===== config.mk =====
export PLATFORM = sky130hd
export DESIGN_NAME = memory_access_arbiter
export DESIGN_NICKNAME = d
export VERILOG_FILES = /design/src/rtl/memory_access_arbiter.sv
export SDC_FILE = /design/constraint.sdc
export NUM_CORES = 1
export LEC_CHECK = 0
export CORE_MARGIN = 1.5
export CORE_UTILIZATION = 43
export DETAILED_ROUTE_END_ITERATION = 10
export PLACE_DENSITY = 0.83
export SLEW_MARGIN = 20
export SYNTH_ARGS = -nofsm -noshare
export SYNTH_HDL_FRONTEND = slang
export SYNTH_SLANG_ARGS = --single-unit
export TNS_END_PERCENT = 100

===== constraint.sdc =====
create_clock -name clock -period 2.11 [get_ports clock]
set_input_delay 0.5275 -clock clock [delete_from_list [all_inputs] [get_ports clock]]
set_output_delay 0.5275 -clock clock [all_outputs]
set_load 0.01 [all_outputs]

===== src/rtl/memory_access_arbiter.sv =====
// Shares one single-port synchronous memory between instruction fetch and load/store.
// Ports: fetch_* and data_* requesters, memory_* bus, busy and grant_is_data status.
module memory_access_arbiter #(
  parameter int DATA_WIDTH             = 32,
  parameter int ADDRESS_WIDTH          = 16,
  parameter int MEMORY_LATENCY         = 2,
  parameter int FETCH_STARVATION_LIMIT = 3
) (
  input  logic                     clock,
  input  logic                     reset,
  input  logic                     fetch_request,
  input  logic [ADDRESS_WIDTH-1:0] fetch_address,
  output logic                     fetch_ready,
  output logic [DATA_WIDTH-1:0]    fetch_data,
  input  logic                     data_request,
  input  logic                     data_write,
  input  logic [ADDRESS_WIDTH-1:0] data_address,
  input  logic [DATA_WIDTH-1:0]    data_write_value,
  output logic                     data_ready,
  output logic [DATA_WIDTH-1:0]    data_read_value,
  output logic [ADDRESS_WIDTH-1:0] memory_address,
  output logic                     memory_write_enable,
  output logic [DATA_WIDTH-1:0]    memory_write_value,
  input  logic [DATA_WIDTH-1:0]    memory_read_value,
  output logic                     busy,
  output logic                     grant_is_data
);

  typedef enum logic [1:0] {
    IDLE,
    ACCESS,
    DONE
  } state_t;

  localparam logic [3:0] LATENCY = 4'(MEMORY_LATENCY);
  localparam logic [3:0] LIMIT   = 4'(FETCH_STARVATION_LIMIT);

  state_t                   state;
  state_t                   state_next;
  logic [3:0]               wait_count;
  logic [3:0]               wait_next;
  logic [3:0]               starve_count;
  logic [3:0]               starve_next;
  logic                     access_write;
  logic                     write_next;
  logic                     owner_next;
  logic [ADDRESS_WIDTH-1:0] address_next;
  logic                     write_enable_next;
  logic [DATA_WIDTH-1:0]    write_value_next;
  logic                     fetch_ready_next;
  logic                     data_ready_next;
  logic [DATA_WIDTH-1:0]    fetch_data_next;
  logic [DATA_WIDTH-1:0]    read_value_next;

  logic data_grant;
  logic fetch_grant;

  // Data wins unless a waiting fetch has been passed over LIMIT times.
  assign data_grant  = data_request &&
                       !(fetch_request && starve_count == LIMIT);
  assign fetch_grant = fetch_request && !data_grant;

  assign busy = (state != IDLE);

  always_comb begin
    state_next        = state;
    wait_next         = wait_count;
    starve_next       = starve_count;
    write_next        = access_write;
    owner_next        = grant_is_data;
    address_next      = memory_address;
    write_value_next  = memory_write_value;
    write_enable_next = 1'b0;
    fetch_ready_next  = 1'b0;
    data_ready_next   = 1'b0;
    fetch_data_next   = fetch_data;
    read_value_next   = data_read_value;
    unique case (state)
      IDLE: begin
        if (data_grant || fetch_grant) begin
          state_next        = ACCESS;
          wait_next         = LATENCY;
          owner_next        = data_grant;
          write_next        = data_grant && data_write;
          write_enable_next = data_grant && data_write;
          write_value_next  = data_write_value;
          address_next      = data_grant ? data_address
                                         : fetch_address;
          if (fetch_grant || !fetch_request) begin
            starve_next = '0;
          end else if (starve_count != LIMIT) begin
            starve_next = starve_count + 4'd1;
          end
        end
      end
      ACCESS: begin
        wait_next = wait_count - 4'd1;
        if (wait_count == 4'd1) begin
          state_next = DONE;
          if (grant_is_data) begin
            data_ready_next = 1'b1;
            // Stores leave the load result register alone.
            if (!access_write) begin
              read_value_next = memory_read_value;
            end
          end else begin
            fetch_ready_next = 1'b1;
            fetch_data_next  = memory_read_value;
          end
        end
      end
      DONE: begin
        state_next = IDLE;
      end
      default: begin
        state_next = IDLE;
      end
    endcase
  end

  always_ff @(posedge clock) begin
    if (reset) begin
      state               <= IDLE;
      wait_count          <= '0;
      starve_count        <= '0;
      access_write        <= 1'b0;
      grant_is_data       <= 1'b0;
      memory_address      <= '0;
      memory_write_enable <= 1'b0;
      memory_write_value  <= '0;
      fetch_ready         <= 1'b0;
      data_ready          <= 1'b0;
      fetch_data          <= '0;
      data_read_value     <= '0;
    end else begin
      state               <= state_next;
      wait_count          <= wait_next;
      starve_count        <= starve_next;
      access_write        <= write_next;
      grant_is_data       <= owner_next;
      memory_address      <= address_next;
      memory_write_enable <= write_enable_next;
      memory_write_value  <= write_value_next;
      fetch_ready         <= fetch_ready_next;
      data_ready          <= data_ready_next;
      fetch_data          <= fetch_data_next;
      data_read_value     <= read_value_next;
    end
  end

endmodule

==> results.md, run 1 <==
- Main synth FF type: dfxtp_1
- Yosys top cell by area: dfxtp_1
- DR WL/cell: between 15 and 20 um
- CTS Root Cell: clkbuf_16
- Fin nets: 867
- Fin crit share: between 90% and 100%
- CP startpoint kind: flop
- Pre-CTS setup slack: -0.1754 ns
- Cts bufs inserted: 17
- DRC: 0
- Hold Worst Slack: around 0.47 ns
- Worst Setup End Kind: primary output
- CP required: about 1.6 ns
- Final hold vios: 0
- Gate Count Post-Synth: 573
- Post-route worst setup slack: 0.09578 ns
- Seq cells post-synth: 127
- Worst-Margin Slew: 0.6453 ns
- Routed wire length: 14,990 um
- Vias in the first global route: 4,882
- Critical path start-end classification: reg -> out
- Cell Chain, Critical Path: nor2_4, inv_2, clkdlybuf4s50_1
- PortBufs: between 200 and 250
- Routability-driven placement congestion ratio: around 0.8
- Clk_lat worst skew: about 0.4 ns
- Worst slew margin relative to its limit: between 50% and 60%
- PD cells: 765.4 nW/um^2
- Share of layout cells above drive strength 1: 6.701%
- Largest net degree at the start of global routing: 74
- MaxCap Viol Count: 0
- Yosys warns: 0
- Post-synth EDFFs: 0
- Run status: complete, no violations
- Vias: 5,042
- Worst-path clk slew: 0.05 ns
- Critical-path maximum fanout: 4
- Starting Density: between 40% and 50%
- Peak supply drop: 0.5050 mV
- GR Overflow Total: 0
- Worst Setup SP: state[1]$_SDFFE_PP0P_
- Area contributors post-synth: dfxtp_1, mux2i_1, nand2b_1, a21oi_1, o21ai_0
- Final Power: 6.338 mW
- Post-DRT Antenna Nets: 0
- DRT Pass-1 Iters: 5
- Hold path startpoint: fetch_data[7]$_SDFFE_PP0P_
- Sink Count: around 130
- Crit-path leading delay family: buffers and inverters
- Final HPWL DP: 10,050 um
- CP max stage delay: roughly 0.56 ns
- First-pass GRT wire length: roughly 24,000 um
- Worst r2r src: state[0]$_SDFFE_PP0P_
- Post-CTS sizing: 0
- FP Rows: 40
- Initial antenna violation count: 0
- Sequential fraction of the synthesis area: about 47%
- P_leak: 3.077 nW
- Slew Viols, Final: 0
- Crit path time final: 2.014 ns
- Mapped cell area: roughly 5400 um^2
- Hold Crit Class: reg -> reg
- Ant. Diodes: 0
- Die height: 115.1 um
- Via-per-instance ratio: 5.341
- H-Tree Depth: 4
- Layout area overhead: 53.27%
- Hold Buf Count CTS: 0
- I/O pins: 218
- Syn Nets: 677
- CTS tree: done
- Global Route Usage Sum: 22.71%
- Max Freq: 496.5 MHz
- Slowest-stage cell, CP: clkdlybuf4s50_1
- CTS max path bufs: 2
- Core area: 12,110 um^2
- Share of the synthesized area in the top cell type: between 40% and 50%
- Post-CTS setup buffer count: 0
- Die area: 13,250 um^2
- Die width: 115.1 um
- Post-synthesis cell type count: 39
- Layout Skew: 0.006499 ns
- DR iter-0 viols: 397
- Worst EP arrival: 1.49 ns
- Avg Cell Area, Syn: 9.429 um^2
- Crit path buf inv count: 2
- RSZ-0062 raised after global routing: no
- Synth async-reset ratio: 0%
- # setup viols final: 0
[tightest hold or removal path, delay by kind of cell (launching register included)]
family	cells	cell delay, ns
simple gates	1	0.06
flops	1	0.31
mux	1	0.06
[flip-flops by register name (all words and copies together) (netlist names)]
register,cells
state,2
memory_write_value,32
grant_is_data,1
fetch_data,32
data_ready,1
memory_write_enable,1
wait_count,4
fetch_ready,1
access_write,1
data_read_value,32
memory_address,16
starve_count,4
[through the flow]
step	area [um^2]	TNS, ns	util (%)	cells
floorplan	5403	0	-	573
global placement	7712	-2.355	63.68	912
detailed placement	7712	-4.926	63.68	912
CTS	8280	0	68.37	944
global route	8280	0	68.37	944
finish	8280	0	68.37	944
[power breakdown]
part	switching (mW)	leakage (nW)	internal (mW)	total (mW)
sequential	0.0722	1.04	2.52	2.59
combinational	0.434	1.78	0.521	0.954
clock	1.03	0.266	1.76	2.79
total	1.54	3.08	4.80	6.34
[per-layer routing]
metal	global-route usage [%]	share of wire [%]	up-vias
li1	-	-	2422
met1	27.20	43	2373
met2	38.29	47	221
met3	7.169	8.3	26
met4	8.477	1.9	0
met5	0	0	-
[synth_stat cells (2+ instances only)]
master	count
mux2i_1	64
a21oi_1	57
buf_6	4
nor4b_1	16
dfxtp_1	127
a2111oi_0	16
or2_2	3
nand2b_1	97
nor4_1	17
o21ai_0	38
ha_1	3
nor2_1	4
nand3_1	36
or3_1	2
nand4_1	4
buf_1	3
buf_2	3
o211ai_1	2
inv_1	4
nor2b_1	2
nand2_1	3
clkbuf_1	48
nor3_1	4
[path summary, 6_finish.rpt]
| kind | end | slack [ns] | cells past startpoint |
|---|---|---|---|
| setup / recovery | busy | 0.1 | 3 |
| hold / removal | fetch_data[7]$_SDFFE_PP0P_ | 0.47 | 2 |
| setup reg to reg | data_read_value[17]$_SDFFE_PP0P_ | 0.18 | 3 |
| hold reg to reg | fetch_data[7]$_SDFFE_PP0P_ | 0.47 | 2 |
[layout by cell type (no fill, tap or decap), types with 16 or more instances in the layout]
cell / instances
a21oi_1: 57
clkdlybuf4s50_1: 216
nand3_1: 36
nor4_1: 17
o21ai_0: 38
nand2b_1: 97
dfxtp_1: 127
nor4b_1: 16
a2111oi_0: 16
clkbuf_16: 17
mux2i_1: 64
[logic make-up (layout without fill, tap and decap cells)]
logic type               after synthesis  count (layout)  synth area share, %
AO/OA/AOI/OAI                        117             117                12.25
XOR/XNOR                               1               1               0.1621
adder cells (fa/ha/maj)                3               3               0.6948
buffers and inverters                 63             266                5.025
flip-flops                           127             127                47.06
multiplexers                          64              64                11.86
AND/OR/NAND/NOR                      198             198                22.95
[layout make-up]
class	instances	area (um^2)
fill	925	3831
multi-input combinational	383	2615
sequential	127	2542
timing repair buffer	230	2330
clock buffer	22	454.2
tap	168	210.2
clock inverter	10	113.9
inverter	4	15.01
(Power assumes the default switching activity.)
==> run 2: changes to the inputs <==
==> constraint.sdc (replaced) <==
create_clock -name clock -period 2.11 [get_ports clock]
set_input_delay 0.422 -clock clock [delete_from_list [all_inputs] [get_ports clock]]
set_output_delay 0.422 -clock clock [all_outputs]
set_load 0.01 [all_outputs]
==> run 2 against run 1 <==
Final area down 0.23%. Cell count rose by 0.11%. Sequential share of layout area is 0.070 points higher. Core utilization down 0.16 points. Via count is 0.48% lower. Sequential power is essentially flat. Die area unchanged. Hold slack about the same. Clock-buffer cell count is 4 higher.
==> results.md, run 2 (synthesized netlist as in run 1, its figures left out) <==
- Run status: complete, no violations
- DR WL/cell: 16.15 um
- Post-DRT Antenna Nets: 0
- Vias: 5,018
- FP Rows: 40
- Peak supply drop: 0.5167 mV
- H-Tree Depth: 4
- Critical-path maximum fanout: 4
- Cell Area, Placed: 7690 um^2
- Initial antenna violation count: 0
- Top Metal Used: met4
- Sw Ratio: 23.74%
- GR Overflow Total: 0
- Post-route worst setup slack: 0.1800 ns
- PD cells: 766.9 nW/um^2
- RSZ-0062 raised after global routing: no
- NetSw: 1.504 mW
- Clk_lat worst skew: 0.41 ns
- Most common cell after layout, fill and taps aside: clkdlybuf4s50_1
- R2R depth: 3
- Routed wire length: 15,270 um
- Crit path time final: between 1.5 and 2 ns
- Worst EP arrival: 1.51 ns
- Layout Skew: 0.006146 ns
- Via-per-instance ratio: 5.310
- Post-CTS sizing: 0
- Worst Setup SP: state[1]$_SDFFE_PP0P_
- R2R Path End: data_read_value[4]$_SDFFE_PP0P_
- Fillers: around 940
- Share of layout cells above drive strength 1: 6.950%
- Fin crit share: 91.47%
- P_leak: 3.087 nW
- Cts bufs inserted: 17
- Sequential cell area: 2542 um^2
- # setup viols final: 0
- Final HPWL DP: 10,250 um
- # placed instances: a little over 900
- Post-CTS setup buffer count: 0
- Slew Viols, Final: 0
- Final Power: 6.336 mW
- CTS Root Cell: clkbuf_16
- Worst Setup End Kind: primary output
- Commonest non-fill, non-tap cells in the layout: clkdlybuf4s50_1, dfxtp_1, nand2b_1, mux2i_1, a21oi_1
- Hold Buf Count CTS: 0
- CTS max path bufs: 2
- Hold Crit Class: reg -> reg
- Worst slew margin relative to its limit: a little over half
- Routed wl met2: 7283 um
- Worst-Margin Slew: 0.6828 ns
- Internal power: 4.832 mW
- Routability-driven placement congestion ratio: 0.7904
- First-pass GRT wire length: 24,470 um
- Max Freq: 518.1 MHz
- Final Instance Count excl. Fillers: 945
- Regs by FF count: data_read_value x32, fetch_data x32, memory_write_value x32
- Comb power frac: 15.1%
- Starting Density: 44.61%
- DRC: 0
- Area of the multi-input gates: around 2600 um^2
- Register-to-register setup slack: 0.18 ns
- CTS tree: done
- MaxCap Viol Count: 0
- Ant. Diodes: 0
- Worst-path clk slew: 0.05 ns
- Core area: 12,110 um^2
- Die height: ~120 um
- DR iter-0 viols: 384
- Hold Worst Slack: approximately 0.47 ns
- Fin nets: 869
- DRT Pass-1 Iters: 4
- Die area: 13,250 um^2
- Critical path start-end classification: reg -> out
- Worst r2r src: state[0]$_SDFFE_PP0P_
- Layout area overhead: 52.92%
- Clk pwr share: 44.1%
- Flop pwr share: 40.9%
- Metal-1 WL: 6523 um
- Global Route Usage Sum: 23.19%
- Post-layout instance area: 8262 um^2
- Vias in the first global route: 4,970
- CP startpoint kind: flop
- CP required: roughly 1.7 ns
- Die width: 115.1 um
- Sink Count: 127
- End of the critical path: busy
- I/O pins: 218
- Final setup TNS: 0 ns
- Pre-CTS setup slack: -0.1191 ns
- Largest net degree at the start of global routing: 99
- WL met3: approximately 1200 um
- PortBufs: between 200 and 250
- Final hold vios: 0
- Layout Utilization: 68.21%
run 2: changes by cell type in the layout (fill, tap and decap cells not counted), sizes merged:
| cell | before | now |
|---|---|---|
| buf | 14 | 16 |
| bufinv | 2 | 1 |
| clkbuf | 22 | 26 |
| clkinv | 4 | 3 |
| clkinvlp | 4 | 1 |
run 2: final cells by class:
cell class | count | area share [%]
Clock buffer | 26 | 6.285
Multi-Input combinational cell | 383 | 31.65
Clock inverter | 5 | 0.6361
Sequential cell | 127 | 30.77
Timing Repair Buffer | 232 | 27.93
Inverter | 4 | 0.1817
Tap cell | 168 | 2.544
run 2: worst min path at each step:
stage                                start                          end  slack (ns)  depth (start not counted)
2_1_floorplan   wait_count[3]$_SDFFE_PP0P_   wait_count[3]$_SDFFE_PP0P_        0.46                          2
3_3_place_gp   fetch_data[21]$_SDFFE_PP0P_  fetch_data[21]$_SDFFE_PP0P_        0.46                          2
3_5_place_dp   fetch_data[19]$_SDFFE_PP0P_  fetch_data[19]$_SDFFE_PP0P_        0.46                          2
4_1_cts        fetch_data[19]$_SDFFE_PP0P_  fetch_data[19]$_SDFFE_PP0P_        0.47                          2
5_1_grt        fetch_data[16]$_SDFFE_PP0P_  fetch_data[16]$_SDFFE_PP0P_        0.49                          2
6_report       fetch_data[20]$_SDFFE_PP0P_  fetch_data[20]$_SDFFE_PP0P_        0.47                          2
run 2: layer usage:
metal | vias to the layer above | track usage (%)
met5 | - | 0
met2 | 193 | 39.01
met4 | 0 | 8.313
met1 | 2383 | 27.66
met3 | 19 | 7.855
li1 | 2423 | -
run 2: worst max-delay path, stage by stage (launching register included):
cell and delay, ns:
dfxtp_1 0.42, nor2_4 0.07, inv_2 0.07, clkdlybuf4s50_1 0.55
run 2: power by group through the flow:
stage | clock network, mW | registers (mW) | logic (mW)
finish | 2.79 | 2.59 | 0.955
global route | 2.96 | 2.60 | 1.03
CTS | 2.84 | 2.59 | 0.958
detailed placement | 0 | 2.64 | 0.950
global placement | 0 | 2.63 | 0.920
floorplan | 0 | 2.67 | 0.397
==> run 3: changes to the inputs <==
--- a/config.mk
+++ b/config.mk
@@ -9,6 +9,7 @@
 export CORE_UTILIZATION = 43
 export DETAILED_ROUTE_END_ITERATION = 10
 export PLACE_DENSITY = 0.83
+export SKIP_LAST_GASP = 1
 export SLEW_MARGIN = 20
 export SYNTH_ARGS = -nofsm -noshare
 export SYNTH_HDL_FRONTEND = slang
==> constraint.sdc (replaced) <==
create_clock -name clock -period 2.11 [get_ports clock]
set_input_delay 0.422 -clock clock [delete_from_list [all_inputs] [get_ports clock]]
set_output_delay 0.422 -clock clock [all_outputs]
set_load 0.05 [all_outputs]
==> run 3 against run 2 <==
Clock power hardly changed. Register-to-register slack barely moved. Critical endpoint is now memory_write_value[31]. Clock skew rose by 0.0033 ns. Core utilization grew 0.26 points. Sequential power about the same. Via count shrank 0.40%. Cell count up 0.11%. Sequential share of layout area fell by 0.12 points.
==> results.md, run 3 (synthesized netlist as in run 1, its figures left out) <==
- Run status: complete, no violations
- PD cells: 801.3 nW/um^2
- Global Route Usage Sum: between 20% and 30%
- Ant. Diodes: 0
- Final HPWL DP: 10,390 um
- Post-CTS setup buffer count: 0
- Fillers: between 900 and 1,000
- Worst-Margin Slew: roughly 0.57 ns
- Die height: roughly 120 um
- Die width: 115.1 um
- Most common cell after layout, fill and taps aside: clkdlybuf4s50_1
- Worst-path clk slew: 0.06 ns
- Regs by FF count: data_read_value x32, fetch_data x32, memory_write_value x32
- DRT Pass-1 Iters: 4
- Worst slew margin relative to its limit: 61.84%
- FP Rows: 40
- Via-per-instance ratio: 5.283
- Share of layout cells above drive strength 1: 7.584%
- RSZ-0062 raised after global routing: no
- CTS max path bufs: 2
- Sink Count: 127
- CTS Root Cell: clkbuf_16
- Met3 usage: between 8 and 9%
- Internal power: around 4.7 mW
- Commonest non-fill, non-tap cells in the layout: clkdlybuf4s50_1, dfxtp_1, nand2b_1, mux2i_1, a21oi_1
- Routed wire length: approximately 15,000 um
- # setup viols final: 0
- Post-route worst setup slack: 0.09565 ns
- Fin nets: 869
- Routability-driven placement congestion ratio: between 0.7 and 0.8
- Final hold vios: 0
- Slew Viols, Final: 0
- Post-DRT Antenna Nets: 0
- Post-layout instance area: 8293 um^2
- Core area: 12,110 um^2
- Layout Utilization: 68.47%
- H-Tree Depth: 4
- Crit-path leading delay family: buffers and inverters
- I/O pins: between 200 and 250
- Initial antenna violation count: 0
- Comb power frac: 19.3%
- Flop pwr share: 39.0%
- Met2 usage: 41.23%
- PortBufs: roughly 220
- MaxCap Viol Count: 0
- Crit path time final: a little over 2 ns
- Vias: 4,998
- Final setup TNS: 0 ns
- Clk_lat worst skew: 0.41 ns
- Layout area overhead: 53.50%
- Clk pwr share: a little over two fifths
- Vias in the first global route: about 5,000
- Crit path buf inv count: 1
- P_leak: approximately 3.1 nW
- Pre-CTS setup slack: -0.08177 ns
- Hold Buf Count CTS: 0
- Sw Ratio: 28.78%
- CP startpoint kind: flop
- Cts bufs inserted: 17
- CTS tree: done
- Slowest-stage cell, CP: clkdlybuf4s50_1
- Critical-path maximum fanout: 2
- Cell Area, Placed: 7722 um^2
- GR Overflow Total: 0
- CP max stage delay: 0.83 ns
- Fin crit share: between 90% and 100%
- DRC: 0
- Busiest layer in global routing: met2
- Die area: 13,250 um^2
- Global Route met1 Usage: approximately 28%
- Cell Chain, Critical Path: clkdlybuf4s50_1
- Layout Skew: 0.009432 ns
- Peak supply drop: slightly above 0.4 mV
- Worst Setup End Kind: primary output
- Starting Density: between 40% and 50%
- NetSw: ~1.9 mW
- CP required: 1.69 ns
- Final Power: 6.645 mW
- Post-CTS sizing: 0
- Worst EP arrival: 1.59 ns
- First-pass GRT wire length: 24,940 um
- Critical path start-end classification: reg -> out
- Hold Crit Class: reg -> reg
- DR iter-0 viols: around 300
- Max Freq: 496.4 MHz
- DR WL/cell: 16.22 um
- Largest net degree at the start of global routing: 77
## run 3: final cells by class
class	instances	area, um^2	share of cell area, %
multi-input cells	383	2615	31.53
flip-flops and latches	127	2542	30.66
inverters	4	17.52	0.2112
repair buffers	232	2340	28.21
clock inverters	12	111.4	1.343
clock buffers	20	456.7	5.507
well taps	168	210.2	2.535
## run 3: routing by layer
layer  vias up  wire (um)  share of wire, %
li1       2424          -                 -
met1      2331       6571                43
met2       218       7337                48
met3        25       1214               7.9
met4         0        220               1.4
met5         -          0                 0
## run 3: stage by stage
stage | instances | hold slack [ns]
2_1_floorplan | 573 | 0.4565
3_5_place_dp | 914 | 0.4606
4_1_cts | 946 | 0.4739
5_1_grt | 946 | 0.4870
6_report | 946 | 0.4694
3_3_place_gp | 914 | 0.4596
## run 3: worst paths after layout
path / from / to / slack, ns / cells past startpoint
worst min-delay path: fetch_data[13]$_SDFFE_PP0P_ / fetch_data[13]$_SDFFE_PP0P_ / 0.47 / 2
worst max register to register: state[0]$_SDFFE_PP0P_ / data_read_value[19]$_SDFFE_PP0P_ / 0.17 / 3
worst min register to register: fetch_data[13]$_SDFFE_PP0P_ / fetch_data[13]$_SDFFE_PP0P_ / 0.47 / 2
worst max-delay path: memory_write_value[31]$_SDFFE_PP0P_ / memory_write_value[31] / 0.1 / 1
## run 3: power groups by stage
stage	sequential (mW)	combinational, mW	clock (mW)
2_1_floorplan	2.98	0.404	0
3_3_place_gp	2.63	1.25	0
6_report	2.59	1.28	2.77
4_1_cts	2.59	1.28	2.82
3_5_place_dp	2.64	1.27	0
5_1_grt	2.60	1.36	2.95
